$ cat config.mk
export PLATFORM = sky130hd
export DESIGN_NAME = pueo_beam_trig_out
export DESIGN_NICKNAME = d
export VERILOG_FILES = /design/src/rtl/pueo_beam_trig_out.sv
export SDC_FILE = /design/constraint.sdc
export NUM_CORES = 1
export LEC_CHECK = 0
export CORE_AREA = 3 3 98 100
export CTS_CLUSTER_DIAMETER = 80
export DETAILED_ROUTE_END_ITERATION = 10
export DIE_AREA = 0 0 101 103
export HOLD_SLACK_MARGIN = 0.12
export PLACE_DENSITY_LB_ADDON = 0.1
export SLEW_MARGIN = 20
export SYNTH_ARGS = -nofsm -noshare
export SYNTH_HDL_FRONTEND = slang
export SYNTH_SLANG_ARGS = --single-unit
$ cat constraint.sdc
create_clock -name aclk -period 4.5 [get_ports aclk]
set_input_delay 0.45 -clock aclk [delete_from_list [all_inputs] [get_ports aclk]]
set_output_delay 0.45 -clock aclk [all_outputs]
set_load 0.005 [all_outputs]
$ cat src/rtl/pueo_beam_trig_out.sv
// Beam trigger event packer: masks per-beam trigger flags, applies a fixed holdoff
// after each accepted event and queues {timestamp, beams} words in a FWFT FIFO.
module pueo_beam_trig_out #(
    parameter int NUM_BEAMS  = 2,
    parameter int HOLDOFF    = 4,
    parameter int FIFO_DEPTH = 4
) (
    input  logic                   aclk,
    input  logic                   aresetn,
    input  logic [NUM_BEAMS-1:0]   trig_i,
    input  logic [NUM_BEAMS-1:0]   mask_i,
    input  logic                   mask_we_i,
    output logic [NUM_BEAMS+15:0]  m_tdata,
    output logic                   m_tvalid,
    input  logic                   m_tready,
    output logic [7:0]             overflow_o
);

    localparam int              DW        = NUM_BEAMS + 16;
    localparam int              AW        = $clog2(FIFO_DEPTH);
    localparam logic [AW:0]     DEPTH_C   = (AW + 1)'(FIFO_DEPTH);
    localparam logic [7:0]      HOLD_INIT = 8'(HOLDOFF - 1);

    typedef enum logic {
        S_IDLE = 1'b0,
        S_HOLD = 1'b1
    } state_t;

    state_t                 r_state;
    state_t                 w_state_next;
    logic [7:0]             r_hold_cnt;
    logic [7:0]             w_hold_next;
    logic                   w_event;

    logic [15:0]            r_ts;
    logic [NUM_BEAMS-1:0]   r_mask;
    logic [NUM_BEAMS-1:0]   w_eff;

    logic                   r_cap_valid;
    logic [DW-1:0]          r_cap_data;

    logic [DW-1:0]          r_mem [FIFO_DEPTH];
    logic [AW-1:0]          r_wr_ptr;
    logic [AW-1:0]          r_rd_ptr;
    logic [AW:0]            r_count;
    logic [7:0]             r_overflow;

    logic                   w_full;
    logic                   w_pop;
    logic                   w_push;
    logic                   w_drop;

    genvar gi;
    generate
        for (gi = 0; gi < NUM_BEAMS; gi++) begin : g_eff
            assign w_eff[gi] = trig_i[gi] & ~r_mask[gi];
        end
    endgenerate

    always_ff @(posedge aclk or negedge aresetn) begin
        if (!aresetn) begin
            r_ts   <= 16'd0;
            r_mask <= '0;
        end else begin
            r_ts <= r_ts + 16'd1;
            if (mask_we_i) begin
                r_mask <= mask_i;
            end
        end
    end

    // Event FSM: trig_i is only looked at in IDLE, so HOLD ignores it entirely.
    always_comb begin
        w_state_next = r_state;
        w_hold_next  = r_hold_cnt;
        w_event      = 1'b0;
        case (r_state)
            S_IDLE: begin
                if (|w_eff) begin
                    w_event      = 1'b1;
                    w_state_next = S_HOLD;
                    w_hold_next  = HOLD_INIT;
                end
            end
            S_HOLD: begin
                if (r_hold_cnt == 8'd0) begin
                    w_state_next = S_IDLE;
                end else begin
                    w_hold_next = r_hold_cnt - 8'd1;
                end
            end
            default: begin
                w_state_next = S_IDLE;
            end
        endcase
    end

    always_ff @(posedge aclk or negedge aresetn) begin
        if (!aresetn) begin
            r_state     <= S_IDLE;
            r_hold_cnt  <= 8'd0;
            r_cap_valid <= 1'b0;
            r_cap_data  <= '0;
        end else begin
            r_state     <= w_state_next;
            r_hold_cnt  <= w_hold_next;
            r_cap_valid <= w_event;
            if (w_event) begin
                r_cap_data <= {r_ts, w_eff};
            end
        end
    end

    // A push into a full FIFO is still accepted when the head is leaving in the same cycle.
    assign w_full = (r_count == DEPTH_C);
    assign w_pop  = m_tvalid & m_tready;
    assign w_push = r_cap_valid & (~w_full | w_pop);
    assign w_drop = r_cap_valid & w_full & ~w_pop;

    always_ff @(posedge aclk) begin
        if (w_push) begin
            r_mem[r_wr_ptr] <= r_cap_data;
        end
    end

    always_ff @(posedge aclk or negedge aresetn) begin
        if (!aresetn) begin
            r_wr_ptr   <= '0;
            r_rd_ptr   <= '0;
            r_count    <= '0;
            r_overflow <= 8'd0;
        end else begin
            if (w_push) begin
                r_wr_ptr <= r_wr_ptr + 1'b1;
            end
            if (w_pop) begin
                r_rd_ptr <= r_rd_ptr + 1'b1;
            end
            case ({w_push, w_pop})
                2'b10:   r_count <= r_count + 1'b1;
                2'b01:   r_count <= r_count - 1'b1;
                default: r_count <= r_count;
            endcase
            if (w_drop && (r_overflow != 8'hFF)) begin
                r_overflow <= r_overflow + 8'd1;
            end
        end
    end

    // Output word is gated so it reads zero whenever nothing is queued, including in reset.
    assign m_tvalid   = (r_count != '0);
    assign m_tdata    = m_tvalid ? r_mem[r_rd_ptr] : '0;
    assign overflow_o = r_overflow;

endmodule

==> summary.md <==
| Metric | Value |
|---|---|
| Status | complete, no violations |
| Rel. slew slack | 33.0% |
| HP Class | flop to flop |
| Largest net degree at the start of global routing | 36 |
| N_diodes | 0 |
| Clock latency on the worst-skew pair | 0.51 ns |
| First-pass GRT wire length | 15800 µm |
| Critical-path top delay cell | dfrtp_1 |
| Setup TNS | 0 ns |
| Die Footprint | 0.0104 mm² |
| Most frequent cells in the layout | 72 x edfxtp_1, 61 x dfrtp_1, 33 x clkdlybuf4s50_1 |
| RSZ-0062 raised after global routing | false |
| Synth Flop Type | edfxtp_1 |
| Dominant cell type by area after synthesis | edfxtp_1 |
| Initial Util | 62.8% |
| Crit path time final | 3.23 ns |
| Cell family with most CP delay | buffers and inverters |
| P per Cell Area | 582 mW/mm² |
| Synth Area in Adders | 2.18% |
| Width of the die | 101 µm |
| Max Slew Vio Count | 0 |
| Drt first pass iters | 4 |
| Post-Layout Inst Area | 0.00653 mm² |
| # clock sinks | 133 |
| VDD IR max | 0.386 mV |
| Total GRT Usage | 20.5% |
| Clk root buf | clkbuf_8 |
| Mux contribution to synthesized area | 12.2% |
| Setup bufs post-CTS | 0 |
| Setup Skew | 0.00711 ns |
| Area contributors post-synth | edfxtp_1 39%, dfrtp_1 28%, mux4_2 7.4%, mux2_2 4.5%, and2_1 2.6% |
| Leakage | 2.62 nW |
| Initial antenna violation count | 0 |
| Post-synthesis xor/xnor area fraction | 3.50% |
| Synthesized area | 0.00550 mm² |
| Register area share after synthesis | 67.0% |
| Synth Area in Simple Gates | 9.32% |
| Clock tree buffer depth | 2 |
| Routed vias/inst | 5.75 |
| Port bufs | 34 |
| WL final | 9700 µm |
| Clock transition at path regs | 0.05 ns |
| Post-Synthesis Cells | 355 |
| Count of cell types in the netlist | 43 |
| Complex-gate fraction of the synthesized area | 4.12% |
| Async set or reset register ratio after synthesis | 45.9% |
| Post-synth net total | 372 |
| Main combinational cell family by area after synthesis | multiplexers |
| Dpl cell area | 0.00595 mm² |
| Max incr delay on CP | 0.75 ns |
| Average wire per standard cell | 18.5 µm |
| Commonest non-fill, non-tap cell in the layout | edfxtp_1 |
| Core box area | 0.00876 mm² |
| Initial drt markers | 126 |
| GR Overflow Total | 0 |
| Number of flops mapped to enable cells by yosys | 72 |
| Vias in the first global route | 3093 |
| CP Max Fanout | 11 |
| Final setup fails | 0 |
| Growth of design area from synthesis to finish | 18.7% |
| Residual DRC | 0 |
| Cells along the critical path | buf_4 > mux4_2 > and2_1 > clkdlybuf4s50_1 |
| RePlAce Congestion | 0.835 |
| CTS tree | done |
| Crit path DAT | 2.78 ns |
| DP Wirelength | 6000 µm |
| Synth Warn # | 0 |
| Fmax | 310 MHz |
| CTS resizes | 0 |
| Setup Crit Path Kind | flop to output port |
| Final #Nets | 419 |
| H-tree Lvls | 4 |
| Routed Antenna Nets | 0 |
| Tcrit/Tclk final | 71.7% |
| Final hold vios | 0 |
| Synth Register Bits | 133 |
| WP data required | 4.05 ns |
| Worst-Margin Slew | 1.01 ns |
| Layout cell share with drive strength beyond 1 | 17.3% |
| Critical path capture point type | output port |
| Crit path buf inv count | 2 |
| Synthesized area per cell | 15.5 µm² |
| Row count | 34 |
| Die Height | 103 µm |
| CTS buffer count | 17 |
| Post-synth top area share | 39.3% |
| Max-cap violations | 0 |
| Via count | 3009 |
| CP Launch Type | flop |
| Total I/O pin count | 35 |
-- registers in the layout, indices dropped and copies added (netlist names) --
name and flops:
r_state 1, r_count 3, r_hold_cnt 8, r_cap_data 18, r_ts 16, r_cap_valid 1, overflow_o 8, r_wr_ptr 2
r_mem 72, r_mask 2, r_rd_ptr 2
-- layer usage --
| layer | wire, µm | global-route usage [%] | up-vias | share of wire (%) |
|---|---|---|---|---|
| met5 | 0 | 0 | - | 0 |
| met4 | 88 | 8.08 | 0 | 0.91 |
| met3 | 448 | 5.82 | 10 | 4.6 |
| met2 | 5020 | 34.3 | 64 | 52 |
| met1 | 4140 | 25.7 | 1519 | 43 |
| li1 | - | - | 1416 | - |
-- layout make-up --
| type | instances | area (µm²) |
|---|---|---|
| Inverter | 11 | 41.3 |
| Fill cell | 543 | 2230 |
| Clock inverter | 12 | 136 |
| Multi-Input combinational cell | 201 | 1740 |
| Tap cell | 108 | 135 |
| Timing Repair Buffer | 38 | 368 |
| Clock buffer | 20 | 425 |
| Sequential cell | 133 | 3690 |
-- metrics by stage --
step / util (%) / cells / hold WS, ns / power (mW) / setup WS [ns]
finish: 74.5 / 523 / 0.478 / 3.80 / 1.27
global route: 74.5 / 523 / 0.491 / 4.00 / 1.10
CTS: 74.4 / 523 / 0.483 / 3.84 / 1.21
detailed placement: 67.9 / 490 / 0.476 / 2.52 / 1.76
global placement: 67.9 / 490 / 0.461 / 2.48 / 1.78
floorplan: - / 355 / 0.154 / 2.15 / 2.55
-- Yosys cell counts (all sizes together) (6+ instances only) --
| cell type | n |
|---|---|
| buf | 7 |
| nand3 | 10 |
| a21oi | 11 |
| nor2 | 10 |
| dfrtp | 61 |
| edfxtp | 72 |
| nand2 | 15 |
| ha | 8 |
| and2 | 23 |
| xnor2 | 16 |
| inv | 11 |
| mux4 | 18 |
| o21ai | 9 |
| xor2 | 6 |
| mux2 | 22 |
-- logic make-up (layout without fill, tap and decap cells) --
family	after synthesis	count (layout)
muxes	42	42
xor gates and xnor gates	22	22
adders and majority gates	9	9
DFF	133	133
and+or+nand+nor	91	91
buffers and inverters	21	81
AOI/OAI and AO/OA	37	37
-- power by group --
part	switching [mW]	total, mW	internal (mW)	leakage (nW)
logic	0.340	0.876	0.536	0.863
clock network	0.476	1.31	0.833	0.271
registers	0.184	1.62	1.43	1.49
total	1.00	3.80	2.80	2.62
-- what timing repair did --
item	4_1_cts	5_1_grt
endpoints found under the hold margin	26	0
setup endpoints to repair	0	0
hold buffers	1	0
-- worst paths after layout --
check,startpoint,end,slack (ns),cells past startpoint
setup / recovery,r_rd_ptr[0]$_DFFE_PN0N_,m_tdata[11],1.27,4
hold / removal,r_ts[15]$_DFF_PN0_,r_ts[15]$_DFF_PN0_,0.48,1
setup reg to reg,r_count[2]$_DFFE_PN0P_,r_count[2]$_DFFE_PN0P_,2.11,7
hold reg to reg,r_ts[15]$_DFF_PN0_,r_ts[15]$_DFF_PN0_,0.48,1
max in group asynchronous,aresetn,r_cap_data[0]$_DFFE_PN0P_,3.11,3
min in group asynchronous,aresetn,r_count[0]$_DFFE_PN0P_,0.50,2
Power figures use the tool's default switching activity.
